## src/rtl/score_ssd_driver_if.sv

```systemverilog
// Display-side bundle between the block controller and the seven-segment driver.
// master = status producer / pin observer, slave = the driver itself.
interface score_ssd_driver_if;
  logic [3:0] score_ones;
  logic [3:0] score_tens;
  logic [3:0] lives;
  logic       game_over;
  logic [3:0] an;
  logic [6:0] seg;
  logic       dp;

  modport master (
    output score_ones, score_tens, lives, game_over,
    input  an, seg, dp
  );

  modport slave (
    input  score_ones, score_tens, lives, game_over,
    output an, seg, dp
  );
endinterface

```

## src/rtl/score_ssd_driver.sv

```systemverilog
// 4-digit common-anode seven-segment driver: frame-aligned capture of score/lives,
// per-slot anti-ghost guard, leading-zero blanking and life-loss blink.
module score_ssd_driver #(
  parameter int REFRESH_BITS = 18,
  parameter int GUARD        = 16,
  parameter int BLINK_BITS   = 24
) (
  input  logic              clk,
  input  logic              rst,
  score_ssd_driver_if.slave disp
);

  localparam int SLOT_BITS = REFRESH_BITS - 2;
  localparam logic [SLOT_BITS-1:0] GUARD_L = SLOT_BITS'(GUARD);

  logic [REFRESH_BITS-1:0] r_refresh_cnt;
  logic [BLINK_BITS-1:0]   r_blink_cnt;
  logic [2:0]              r_blink_left;
  logic [3:0]              r_sh_ones;
  logic [3:0]              r_sh_tens;
  logic [3:0]              r_sh_lives;
  logic [3:0]              r_an;
  logic [6:0]              r_seg;

  logic [1:0]           w_slot;
  logic [SLOT_BITS-1:0] w_offs;
  logic                 w_capture;
  logic                 w_lives_drop;
  logic                 w_blink_wrap;
  logic [3:0]           w_digit;
  logic [3:0]           w_an_sel;
  logic                 w_blank;
  logic                 w_in_guard;
  logic [3:0]           w_an_next;
  logic [6:0]           w_seg_next;

  function automatic logic [6:0] f_decode(input logic [3:0] v);
    case (v)
      4'd0:    f_decode = 7'b1000000;
      4'd1:    f_decode = 7'b1111001;
      4'd2:    f_decode = 7'b0100100;
      4'd3:    f_decode = 7'b0110000;
      4'd4:    f_decode = 7'b0011001;
      4'd5:    f_decode = 7'b0010010;
      4'd6:    f_decode = 7'b0000010;
      4'd7:    f_decode = 7'b1111000;
      4'd8:    f_decode = 7'b0000000;
      4'd9:    f_decode = 7'b0010000;
      default: f_decode = 7'b0111111;
    endcase
  endfunction

  assign w_slot       = r_refresh_cnt[REFRESH_BITS-1 -: 2];
  assign w_offs       = r_refresh_cnt[SLOT_BITS-1:0];
  assign w_capture    = (&r_refresh_cnt) & ~disp.game_over;
  assign w_lives_drop = w_capture & (disp.lives < r_sh_lives);
  assign w_blink_wrap = &r_blink_cnt;
  assign w_in_guard   = (w_offs < GUARD_L);

  always_comb begin
    w_digit  = 4'd0;
    w_an_sel = 4'b1111;
    w_blank  = 1'b1;
    case (w_slot)
      2'd0: begin
        w_digit  = r_sh_ones;
        w_an_sel = 4'b1110;
        w_blank  = 1'b0;
      end
      2'd1: begin
        w_digit  = r_sh_tens;
        w_an_sel = 4'b1101;
        w_blank  = (r_sh_tens == 4'd0);
      end
      2'd3: begin
        w_digit  = r_sh_lives;
        w_an_sel = 4'b0111;
        w_blank  = r_blink_left[0];
      end
      default: begin
        w_digit  = 4'd0;
        w_an_sel = 4'b1111;
        w_blank  = 1'b1;
      end
    endcase
  end

  // Blank digits and guard time both release the anode, so nothing ghosts.
  assign w_an_next  = (w_in_guard | w_blank) ? '1 : w_an_sel;
  assign w_seg_next = (w_in_guard | w_blank) ? '1 : f_decode(w_digit);

  always_ff @(posedge clk or negedge rst) begin
    if (!rst) begin
      r_refresh_cnt <= '0;
      r_blink_cnt   <= '0;
      r_blink_left  <= '0;
      r_sh_ones     <= '0;
      r_sh_tens     <= '0;
      r_sh_lives    <= '0;
      r_an          <= '1;
      r_seg         <= '1;
    end else begin
      r_refresh_cnt <= r_refresh_cnt + 1'b1;
      if (w_capture) begin
        r_sh_ones  <= disp.score_ones;
        r_sh_tens  <= disp.score_tens;
        r_sh_lives <= disp.lives;
      end
      // A fresh drop restarts the blink sequence from its first half-period.
      if (w_lives_drop) begin
        r_blink_left <= 3'd6;
        r_blink_cnt  <= '0;
      end else begin
        r_blink_cnt <= r_blink_cnt + 1'b1;
        if (w_blink_wrap && (r_blink_left != 3'd0))
          r_blink_left <= r_blink_left - 1'b1;
      end
      r_an  <= w_an_next;
      r_seg <= w_seg_next;
    end
  end

  assign disp.an  = r_an;
  assign disp.seg = r_seg;
  assign disp.dp  = 1'b1;

endmodule
```

## src/flat_wrapper.sv

```systemverilog
// flat-port wrapper written by rule: the top's interface ports become plain ports
module score_ssd_driver_flat 
#(
  parameter int REFRESH_BITS = 18,
  parameter int GUARD        = 16,
  parameter int BLINK_BITS   = 24
)
  (clk, rst, disp_score_ones, disp_score_tens, disp_lives, disp_game_over, disp_an, disp_seg, disp_dp);
  score_ssd_driver_if disp_i ();
  input  logic clk;
  input  logic rst;
  input wire logic [$bits(disp_i.score_ones)-1:0] disp_score_ones;
  input wire logic [$bits(disp_i.score_tens)-1:0] disp_score_tens;
  input wire logic [$bits(disp_i.lives)-1:0] disp_lives;
  input wire logic [$bits(disp_i.game_over)-1:0] disp_game_over;
  output wire logic [$bits(disp_i.an)-1:0] disp_an;
  output wire logic [$bits(disp_i.seg)-1:0] disp_seg;
  output wire logic [$bits(disp_i.dp)-1:0] disp_dp;
  assign disp_i.score_ones = disp_score_ones;
  assign disp_i.score_tens = disp_score_tens;
  assign disp_i.lives = disp_lives;
  assign disp_i.game_over = disp_game_over;
  assign disp_an = disp_i.an;
  assign disp_seg = disp_i.seg;
  assign disp_dp = disp_i.dp;
  score_ssd_driver #(.REFRESH_BITS(REFRESH_BITS), .GUARD(GUARD), .BLINK_BITS(BLINK_BITS)) u_core (.clk(clk), .rst(rst), .disp(disp_i));
endmodule
```

## config.mk

```make
export PLATFORM = sky130hd
export DESIGN_NAME = score_ssd_driver_flat
export DESIGN_NICKNAME = d
export VERILOG_FILES = /design/src/rtl/score_ssd_driver_if.sv /design/src/rtl/score_ssd_driver.sv /design/src/flat_wrapper.sv
export SDC_FILE = /design/constraint.sdc
export NUM_CORES = 1
export LEC_CHECK = 0
export BUFFER_PORTS_ARGS = -buffer_cell sky130_fd_sc_hd__buf_2
export CAP_MARGIN = 25
export CORE_ASPECT_RATIO = 2
export CORE_MARGIN = 10
export CORE_UTILIZATION = 53
export DETAILED_ROUTE_END_ITERATION = 8
export MAX_ROUTING_LAYER = met4
export PLACE_DENSITY = 0.83
export SLEW_MARGIN = 20
export SYNTH_ARGS = -nofsm -noshare
export SYNTH_HDL_FRONTEND = slang
export SYNTH_SLANG_ARGS = --single-unit
export TNS_END_PERCENT = 50
```

## constraint.sdc

```tcl
create_clock -name clk -period 2 [get_ports clk]
set_clock_uncertainty 0.1 [all_clocks]
set_input_delay 0.5 -clock clk [delete_from_list [all_inputs] [get_ports clk]]
set_output_delay 0.5 -clock clk [all_outputs]
set_load 0.01 [all_outputs]
```

# After elaboration in Yosys (flattened, before gate mapping)
# Memories as Yosys holds them, arrays and structs flattened.
# Cells that the tools add are included.
[totals]
mem_bits_ro = 112
latchBits = 0
inputBits = 15
ram_bits = 0
ff_bits = 68
n_memories = 1
out_inout_bits = 12
word_cells = 35
[op_classes]
n_div = 0
add_sub_neg = 3
shifts = 0
n_eq_ne = 2
order_cmp = 2
n_mux = 8
n_mul = 0
n_reduce_logical = 7
bitwise_logic = 4
[mem_list]
columns = ["memory", "depth", "word_bits", "read_ports", "rd_ports_with_merged_regs", "write_ports", "line_no", "source"]
rows = [
  ["(name not given)", 16, 7, 1, 0, 0, "score_ssd_driver.sv:38", "case (v)"],
]
[ops]
columns = ["operator", "n"]
rows = [
  ["$add A24 B1 Y24 const B", 1],
  ["$mux W24", 1],
  ["$pmux W4 S3", 2],
  ["$reduce_and A24 Y1", 1],
  ["$add A18 B1 Y18 const B", 1],
  ["$reduce_and A18 Y1", 1],
  ["$lt A16 B5 Y1 const B", 1],
  ["$mux W7", 1],
  ["$mux W3", 2],
  ["$logic_not A4 Y1", 1],
  ["$lt A4 B4 Y1", 1],
  ["$mux W4", 1],
  ["$pmux W1 S3", 1],
  ["$reduce_bool A3 Y1", 1],
  ["$sub A3 B1 Y3 const B", 1],
  ["$and A1 B1 Y1", 2],
  ["$eq A2 B1 Y1 const B", 1],
  ["$eq A2 B2 Y1 const B", 1],
  ["$logic_not A2 Y1", 1],
  ["$reduce_bool A2 Y1", 1],
  ["$logic_and A1 B1 Y1", 1],
  ["$not A1 Y1", 1],
  ["$or A1 B1 Y1", 1],
]

# Longest topological paths before layout
[logic_depth]
word_depth = 4
mapped_depth = 9
ltp_nobuf = 8

# Worst setup path after synthesis
# No wires, ideal clock.
[synth_path]
path_type = "input -> register"
start = "input disp_lives[1]"
end = "register u_core.r_blink_cnt[15]"
n_path_buf = 1
required_ns = 1.781
setup_ns = 0.119
path_slack_ns = 0.063
cell_stages = 6
arrival_time_ns = 1.719
path_cell_list = "ha_1 -> a21o_1 -> a21o_1 -> a211oi_4 -> buf_6 -> nor2_1"
[synth_between]
elab_chain_cells = 3
[synth_lines]
columns = ["element", "line_no", "source"]
rows = [
  ["from (decl)", "flat_wrapper.sv:14", "input wire logic [$bits(disp_i.lives)-1:0] disp_lives;"],
  ["$lt A4 B4 Y1", "score_ssd_driver.sv:56", "assign w_lives_drop = w_capture & (disp.lives < r_sh_lives);"],
  ["$and A1 B1 Y1", "score_ssd_driver.sv:56", ""],
  ["$mux W24", "score_ssd_driver.sv:110", "if (w_lives_drop) begin"],
  ["to (signal assigned)", "score_ssd_driver.sv:114", "r_blink_cnt <= r_blink_cnt + 1'b1;"],
  ["to (decl)", "score_ssd_driver.sv:17", "logic [BLINK_BITS-1:0] r_blink_cnt;"],
]
# No other way between the ends.
# A chain may end at the register's enable or synchronous reset.

# Worst setup path in the final report
[layout_path]
start = "register u_core.r_refresh_cnt[16]"
end = "register u_core.r_seg[0], in the netlist u_core.disp.seg[0]"
[layout_between]
elab_chain_cells = 4
elab_cells_between_ends = 8
cone_classes = "eq/ne (2); mux (3); bitwise (1); reduce/logical (1); memory (1)"
[layout_lines]
columns = ["element", "line_no", "source"]
rows = [
  ["from (decl)", "score_ssd_driver.sv:16", "logic [REFRESH_BITS-1:0] r_refresh_cnt;"],
  ["from (signal assigned)", "score_ssd_driver.sv:103", "r_refresh_cnt <= r_refresh_cnt + 1'b1;"],
  ["$eq A2 B2 Y1, or another cell as far along", "score_ssd_driver.sv:64", "case (w_slot)"],
  ["$pmux W4 S3 / $pmux W1 S3 (equally long branches)", "score_ssd_driver.sv:64", ""],
  ["$mem_v2 Z16 W7 / $or A1 B1 Y1 (equally long branches)", "--", ""],
  ["$mux W7 (*)", "score_ssd_driver.sv:90", "assign w_seg_next = (w_in_guard | w_blank) ? '1 : f_decode(w_digit);"],
  ["net u_core.w_seg_next[0]", "score_ssd_driver.sv:35", "logic [6:0] w_seg_next;"],
  ["to (signal assigned)", "score_ssd_driver.sv:119", "r_seg <= w_seg_next;"],
  ["to (decl)", "score_ssd_driver.sv:23", "logic [6:0] r_seg;"],
]
# The timed path passes the listed nets; every way through them passes the cells marked *.

==> qor.yml <==
power_and_ir_drop:
  p_int_uw: 2350
  clock_power_share_pct: 51.7
  p_switching_uw: 575
  irDropWorstVdd_v: 0.000686
  power_density_nw_per_um2: 757
  p_seq_share_pct: 46.4
  sw_frac_of_total_pct: 19.7
  p_leak_uw: 0.00192
  share_comb_of_total_power_pct: 1.9
yosys:
  synth_area_leaders: "dfrtp_1 (44%), dfstp_2 (8.0%), xor2_1 (5.6%)"
  synth_fa_ha_area_share_pct: 4.59
  synth_xor_area_share_pct: 10.4
  ys_types: 42
  synth_top_family_by_area: "simple AND/OR/NAND/NOR gates"
  synth_simple_gate_area_share_pct: 18.7
  ys_ff_latch: 67
  synth_mux_area_share_pct: 5.66
  synth_edf_count: 0
  yosysSeqAreaShare_pct: 51.6
  ys_warn_count: 0
  yosysTopAreaCellShare_pct: 43.6
  postSynthCellCount: 293
  synth_top_cell_by_area: "dfrtp_1"
  ys.flop_type: "dfrtp_1"
  ys_async_sr_fraction_pct: 100
  synth_compound_area_share_pct: 5.85
  synth_area_um2: 3270
  syn_area_per_cell_um2: 11.2
worst_setup_path:
  crit_type: "reg -> reg"
  end_kind: "register"
  cp.arrival_ps: 2040
  ff2ff_path_depth: 6
  start_kind: "register"
  timing.rr.start: "u_core.r_refresh_cnt[16]$_DFF_PN0_"
  cp_max_fo: 8
  ff2ff_setup_slack_ps: 130
  required_ps: 2170
  timing.rr.end: "u_core.disp.seg[0]$_DFF_PN1_"
  critPathCapture: "u_core.disp.seg[0]$_DFF_PN1_"
  cp-startpoint: "u_core.r_refresh_cnt[16]$_DFF_PN0_"
global_routing:
  grt_pass1_vias: 2494
  grt_antenna_before_repair: 0
  grt_pass1_wl_um: 11500
  gr-total-overflow: 0
  gr-usage-all-layers_pct: 15.7
  grt_max_degree: 52
die:
  die-area_um2: 9900
  dieWidth_um: 75.5
  ios: 27
  initial_utilization_pct: 54.5
  rows: 40
  die_h_um: 131
  core_um2: 6010
clocking:
  cts_tree: "yes"
  ctsRootBufferMaster: "clkbuf_16"
  clock_path_buffers: 2
  cts_made_buffers: 9
  cts-hold-fix-buffers: 0
  cts_sinks: 67
  worstSkewPairLatency_ps: 330
  clk_pin_slew_ps: 50
  htreeDepth: 3
layout:
  multi_input_area_um2: 1500
  seq_area_um2: 1690
  final_common_cell: "dfrtp_1"
  syn2layout_area_growth_pct: 18.2
  fin_nets: 363
  filler_cell_count: 467
  finish.utilization_pct: 64.4
  n_antenna_cell: 0
  drive_gt1_share_pct: 25.5
  layout.cells.most_common_list: "dfrtp_1 (56), nor2_1 (39), buf_2 (24)"
timing:
  finalCriticalPeriod_ps: 1870
  finalSetupViolCount: 0
  finalWorstSetupSlack_ps: 135
  holdWs_ps: -7.58
  rsz0062_at_grt: "no"
  finalHoldViolCount: 6
  tns_ps: 0
  maxClockFrequency_mhz: 536
  fin_crit_sh_pct: 93.3
  maxSlewViolCount: 0
route:
  routed_wl_um: 6730
  ant_nets: 0
  wl_per_cell_um: 16.6
  drt_iter0_markers: 95
  vias: 2246
  drc_errors: 0
  firstDrtPassIters: 4
  vias_per_cell: 5.56
placement:
  globalplace.congestion: 0.872
  place_ws_ps: -39.5
  place_hpwl_um: 4860
  io_buffer_count: 24
worst_hold_path:
  min_path_type: "in -> async"
run_status:
  run_status: "complete, but fails checks"
  violations: "hold timing"
flow_run:
  maxCapViolCount: 0
## critical path: stages (launching register included)
cell	delay (ps)
dfrtp_2	450
buf_4	150
mux2i_1	340
a2bb2oi_2	230
nor2_1	90
o211ai_1	270
o21a_1	170
## logic make-up after synthesis
logic type      Yosys count
other cells               1
fa+ha+maj                12
compound gates           24
mux                      17
buf+inv                  19
simple gates            114
flops                    67
xor+xnor                 39
## flip-flops by register name, summed over array words and instances, names as in the netlist
name and count:
u_core.r_blink_cnt 24, u_core.r_refresh_cnt 18, u_core.disp.seg 7, u_core.r_sh_lives 4, u_core.r_sh_ones 4, u_core.r_sh_tens 4, u_core.disp.an 3, u_core.r_blink_left 3
## metal layers
layer  wire (µm)  global-route usage, %  vias to the layer above
met2        3810                   27.2                       40
met4         242                   10.7                        0
met1        2490                   15.4                     1094
met5           0                      -                        -
met3         184                   2.26                       17
li1            -                      -                     1095
## worst min path at each step
stage / endpoint / slack [ps] / cells past startpoint
floorplan: u_core.r_blink_cnt[0]$_DFF_PN0_ / 100 / 0
global placement: u_core.r_refresh_cnt[0]$_DFF_PN0_ / 330 / 1
detailed placement: u_core.r_refresh_cnt[0]$_DFF_PN0_ / 340 / 1
CTS: u_core.r_blink_cnt[9]$_DFF_PN0_ / 0.3 / 1
global route: u_core.r_blink_cnt[9]$_DFF_PN0_ / 30 / 1
finish: u_core.r_blink_cnt[9]$_DFF_PN0_ / -8 / 1
## power by group through the flow
| stage | Sequential, µW | Combinational [µW] | Clock, µW |
|---|---|---|---|
| 2_1_floorplan | 1380 | 13.0 | 0 |
| 6_report | 1360 | 55.5 | 1510 |
| 4_1_cts | 1360 | 58.2 | 1530 |
| 3_3_place_gp | 1380 | 55.5 | 0 |
| 3_5_place_dp | 1380 | 57.9 | 0 |
| 5_1_grt | 1360 | 63.7 | 1580 |
## what timing repair did
item	4_1_cts	5_1_grt
pin swaps	0	1
setup endpoints to repair	1	32
resized for setup	1	4
buffers inserted	0	1
## cells in the mapped netlist (all sizes together), types with 2 or more instances
cell      n
dfrtp    57
nor2     39
xor2     21
nand3    18
xnor2    18
nand2    16
ha       12
mux2     12
dfstp    10
inv      10
and3      9
nand4     8
buf       7
and4      5
mux2i     5
nor3      5
nor4      5
a21oi     4
nor2b     3
o21ai     3
o2bb2ai   3
a211o     2
a211oi    2
a21o      2
a2bb2oi   2
and2      2
clkbuf    2
nand4b    2
o21a      2
o22a      2
## final cells by class
type,instances,share of cell area (%)
flip-flops and latches,67,43.7
multi-input cells,208,38.8
clock buffers,15,7.44
clock inverters,1,0.129
repair buffers,40,6.86
well taps,63,2.04
inverters,10,0.971
## stage by stage
stage / cell area, µm² / cells / total power, µW / hold WS, ps
after global placement: 3550 / 387 / 1440 / 334
after global routing: 3870 / 404 / 3000 / 32.8
final: 3870 / 404 / 2920 / -7.58
after detailed placement: 3550 / 387 / 1440 / 345
after floorplan: 3270 / 294 / 1390 / 104
after CTS: 3850 / 403 / 2950 / 0.261
Note: power is estimated with default switching activity, not from simulation.
